==> src/rtl/decodificador_corriente_rampa.sv <==
// Turns a current setting into a PWM compare limit that ramps toward its target a few counts per PWM period.
// Outputs are registered with 1-clock latency after a qualifying fin_periodo; no backpressure (the PWM period is the pacing).
module decodificador_corriente_rampa #(
  parameter int N_BITS_I      = 5,
  parameter int N_BITS_CUENTA = 10,
  parameter int PASO          = 32,
  parameter int PASO_RAMPA    = 8,
  parameter int DIV_RAMPA     = 2
) (
  input  logic                     clk,
  input  logic                     reset,
  input  logic                     habilitar,
  input  logic [N_BITS_I-1:0]      contador_I,
  input  logic                     fin_periodo,
  output logic [N_BITS_CUENTA-1:0] cuenta_max,
  output logic                     rampa_activa,
  output logic                     objetivo_alcanzado
);

  localparam int CW = N_BITS_CUENTA;
  localparam int PW = N_BITS_I + 32;
  localparam logic [PW-1:0] PASO_EXT = PW'(PASO);
  localparam logic [PW-1:0] MAX_EXT  = PW'({CW{1'b1}});
  localparam logic [31:0]   PASO_R32 = 32'(PASO_RAMPA);
  localparam logic [CW-1:0] PASO_R   = CW'(PASO_RAMPA);
  localparam logic [7:0]    DIV_LAST = 8'(DIV_RAMPA - 1);

  typedef enum logic [1:0] {APAGADO, SUBIR, BAJAR, ESTABLE} estado_t;

  estado_t       estado, estado_sig;
  logic [7:0]    div_cnt, div_sig;
  logic [CW-1:0] cuenta_sig;
  logic [PW-1:0] producto;
  logic [CW-1:0] objetivo;
  logic [CW-1:0] diferencia;
  logic [CW-1:0] delta;
  logic          evento;
  logic          paso_rampa;

  always_comb begin
    // Full-width product so large settings saturate instead of wrapping.
    producto   = PW'(contador_I) * PASO_EXT;
    objetivo   = (producto > MAX_EXT) ? MAX_EXT[CW-1:0] : producto[CW-1:0];
    evento     = habilitar && fin_periodo;
    paso_rampa = evento && (div_cnt == DIV_LAST);

    diferencia = (cuenta_max < objetivo) ? (objetivo - cuenta_max) : (cuenta_max - objetivo);
    delta      = (32'(diferencia) <= PASO_R32) ? diferencia : PASO_R;

    estado_sig = estado;
    cuenta_sig = cuenta_max;
    div_sig    = div_cnt;

    if (!habilitar) begin
      estado_sig = APAGADO;
      cuenta_sig = '0;
      div_sig    = '0;
    end else if (evento) begin
      div_sig = paso_rampa ? 8'd0 : div_cnt + 8'd1;
      if (paso_rampa) begin
        if (cuenta_max < objetivo)
          cuenta_sig = cuenta_max + delta;
        else if (cuenta_max > objetivo)
          cuenta_sig = cuenta_max - delta;
      end
      if (cuenta_sig == objetivo)
        estado_sig = ESTABLE;
      else if (cuenta_sig < objetivo)
        estado_sig = SUBIR;
      else
        estado_sig = BAJAR;
    end
  end

  always_ff @(posedge clk) begin
    if (reset) begin
      estado             <= APAGADO;
      cuenta_max         <= '0;
      div_cnt            <= '0;
      rampa_activa       <= 1'b0;
      objetivo_alcanzado <= 1'b0;
    end else begin
      estado             <= estado_sig;
      cuenta_max         <= cuenta_sig;
      div_cnt            <= div_sig;
      rampa_activa       <= (estado_sig == SUBIR) || (estado_sig == BAJAR);
      objetivo_alcanzado <= (estado_sig == ESTABLE) && habilitar;
    end
  end

endmodule

==> config.mk <==
export PLATFORM = sky130hd
export DESIGN_NAME = decodificador_corriente_rampa
export DESIGN_NICKNAME = d
export VERILOG_FILES = /design/src/rtl/decodificador_corriente_rampa.sv
export SDC_FILE = /design/constraint.sdc
export NUM_CORES = 1
export LEC_CHECK = 0
export CORE_ASPECT_RATIO = 0.7
export CORE_MARGIN = 3
export CORE_UTILIZATION = 30
export DETAILED_ROUTE_END_ITERATION = 6
export PLACE_DENSITY = 0.46
export REMOVE_ABC_BUFFERS = 1
export SLEW_MARGIN = 40
export SYNTH_ARGS = -nofsm -noshare
export SYNTH_HDL_FRONTEND = slang
export SYNTH_SLANG_ARGS = --single-unit
==> constraint.sdc <==
create_clock -name clk -period 8.1 [get_ports clk]
set_input_delay 1.62 -clock clk [delete_from_list [all_inputs] [get_ports clk]]
set_output_delay 1.62 -clock clk [all_outputs]
set_load 0.01 [all_outputs]
==> key figures <==
Final layout
  – Commonest cells after routing, fill and taps aside: ha_1, inv_1, nor2_1
  – Most common cell after layout, fill and taps aside: ha_1
  – Ant. Diodes: 0
  – Area growth syn-to-layout: 16.8%
  – # nets final: 398
  – Final Util: 37.1%
  – Final Cell Area: 3010 sq um
  – Share of layout cells above drive strength 1: 6.57%

Die
  – Chip Height: 83.5 um
  – Die area: 9750 sq um
  – Ports: 21
  – Num rows: 27
  – Initial core utilization: 31.8%
  – Core area: 8110 sq um
  – Die Wd: 117 um

Clocking
  – CTS H-Tree Depth: 1
  – CTS Root Buffer Type: clkbuf_16
  – Count of hold-fix buffers inserted at cts: 0
  – CTS buffer count: 3
  – Worst-Skew Late Latency: 260 ps
  – Clock sink count: 22
  – CTS tree: built
  – Clk buf depth: 2
  – CTS clk-pin slew, worst paths: 60 ps

Timing
  – Slew @ Worst Pin: 664 ps
  – Hold Vio Cnt, Final: 0
  – FMAX: 0.132 GHz
  – Setup WS post-layout: 541 ps
  – Final Cycle Share: 93.3%
  – Clk_skew: 2.48 ps
  – Clock period minus final worst setup slack: 7560 ps
  – Setup violators final: 0
  – Fin. max-slew vios: 0
  – Unrepaired setup endpoints after global routing: no
  – TNS Setup: 0 ps
  – Slew HR: 55.7%

Worst setup path
  – CP max-delay cell: clkdlybuf4s50_1
  – Crit Path Max Fanout: 7
  – Beginning of the critical path: contador_I[1]
  – Setup crit start kind: primary input
  – Kind of cell adding the most delay to the critical path: compound AO/OA/AOI/OAI gates
  – Worst path depth: 29
  – Setup crit end kind: flip-flop
  – Worst reg-to-reg path cell count: 28
  – Buffer and inverter count on the worst path: 2
  – Kind of critical path: in -> reg
  – Arr. time, crit path: 7710 ps
  – Crit-path max cell delay: 540 ps
  – CP required: 8250 ps
  – RR Startpoint: cuenta_max[1]

Synth
  – Gate Count Post-Synth: 322
  – Post-synthesis area per instance: 8.00 sq um
  – Synth top area cells: dfxtp_1, ha_1, a21oi_1, inv_1, nor2_1
  – Top FF cell, synth: dfxtp_1
  – Synth warn: 0
  – Synth cell types: 69
  – Post-synth EDFFs: 0
  – Flip-flop and latch count after synthesis: 22
  – Async SR Flop Fraction: 0%
  – Synth top area share: 17.1%
  – Sequential area share after synthesis: 17.1%
  – Largest area contributor in the netlist: dfxtp_1
  – Mapped Area: 2580 sq um

Power and ir drop
  – Pwr per Cell Area: 104 nW/um^2
  – Clk network pwr share: 45.6%
  – Peak supply drop: 0.0000944 V
  – Sw Pwr: 0.0000794 W
  – Combinational share of power: 18.9%
  – Internal Pwr Total: 0.000234 W
  – Power, Total: 0.000313 W
  – Leak: 1.31 nW
  – Seq pwr share: 35.5%
  – Sw frac: 25.4%

Min path
  – Hold WC Path Type: reg -> reg
  – Hold_sp: div_cnt[1]
  – WHS Path Cells: 2

GRT
  – Largest net degree at the start of global routing: 15
  – Vias in the first global route: 2274
  – Met1 Use GR: 23.3%
  – GR met2 Demand/Resource: 19.9%
  – Initial antenna violation count: 0
  – Global-route wire length before repair: 11600 um
  – Total global routing overflow: 0
  – Global routing usage on met3: 3.04%
  – GR peak layer: met1
  – Tot GR Track Use: 14.6%

Run status
  – Status: complete, no violations

Detailed routing
  – Total length of routed wires: 6990 um
  – DRT iter0 DRCs: 170
  – Post-route DRC: 0
  – Post-DR wirelength/cell: 15.5 um
  – Final ANT Viol Nets: 0
  – DRT Pass-1 Iters: 4
  – Via Count: 2381
  – Vias per cell: 5.28

Placement
  – Detail Placement HPWL: 5620 um
  – Placed instance area: 2900 sq um
  – PortBufs: 20
  – GP Congestion: 0.896
  – Setup WS pre-CTS: -12.0 ps

Flow run
  – Max cap viols: 0
## per-stage QoR
stage / hold WS, ps / cells
finish: 511 / 451
detailed placement: 498 / 447
global placement: 497 / 447
CTS: 509 / 451
floorplan: 472 / 324
global route: 557 / 451
## sequential cells by signal, summed over array words and instances (netlist names)
register and cells:
rampa_activa 1, estado 2, div_cnt 8, objetivo_alcanzado 1, cuenta_max 10
## per-layer routing
metal	share of wire [%]	vias to the layer above
met5	0	-
met4	1.2	0
met3	6.5	10
met2	39	64
met1	53	1111
li1	-	1196
## path summary, 6_finish.rpt
| check | slack, ps | endpoint |
|---|---|---|
| worst max-delay path | 540 | rampa_activa |
| worst min-delay path | 510 | div_cnt[1] |
| worst max register to register | 1940 | rampa_activa |
| worst min register to register | 510 | div_cnt[1] |
## worst min-delay path, delay by kind of cell (launching register included)
kind               cells  cell delay [ps]
and+or+nand+nor        1               80
DFF                    1              340
AOI/OAI and AO/OA      1               50
## Yosys cell counts, types with 2 or more instances
library cell,number
a21oi_1,23
ha_1,35
dfxtp_1,22
nand2_1,26
xnor2_1,8
o21ai_0,12
nand3b_1,2
and3b_1,2
buf_6,3
nand3_1,7
a21o_1,8
a2bb2oi_1,2
fa_1,3
o211ai_1,2
or3_1,2
nor2_1,27
and3_1,2
o21bai_1,5
a22oi_1,2
nand2b_1,8
o21a_1,4
o221ai_1,2
nor3_1,5
a221oi_1,2
o21ai_1,3
clkbuf_1,2
a211o_1,3
nand4_1,4
nor2b_1,5
nor4_1,2
buf_2,2
and2_1,8
xor2_1,10
o22ai_1,5
mux2i_1,2
inv_1,28
conb_1,2
## cell families after synthesis
| logic type | share of synthesized area, % |
|---|---|
| compound gates | 26.4 |
| xor+xnor | 6.12 |
| fa+ha+maj | 19.3 |
| buf+inv | 6.36 |
| flops | 17.1 |
| mux | 1.21 |
| other cells | 0.292 |
| simple gates | 23.2 |
## power groups by stage
stage          registers, W  clock network (W)  logic (W)
5_1_grt            0.000111           0.000151  0.0000661
4_1_cts            0.000111           0.000146  0.0000584
3_5_place_dp       0.000113                  0  0.0000581
6_report           0.000111           0.000143  0.0000592
3_3_place_gp       0.000114                  0  0.0000592
2_1_floorplan      0.000113                  0  0.0000396
## timing repair
item,4_1_cts,5_1_grt
setup endpoints to repair,0,4
setup buffers,0,0
gates resized for setup,0,6
## layout make-up
cell class                 instances  area, sq um
clock buffer                       3         75.1
multi-input combinational        274         2020
tap                              101          126
inverter                          28          105
timing repair buffer              22          215
fill                             857         5100
clock inverter                     1         30.0
sequential                        22          440
No activity file was read; power rests on OpenSTA's default activity.
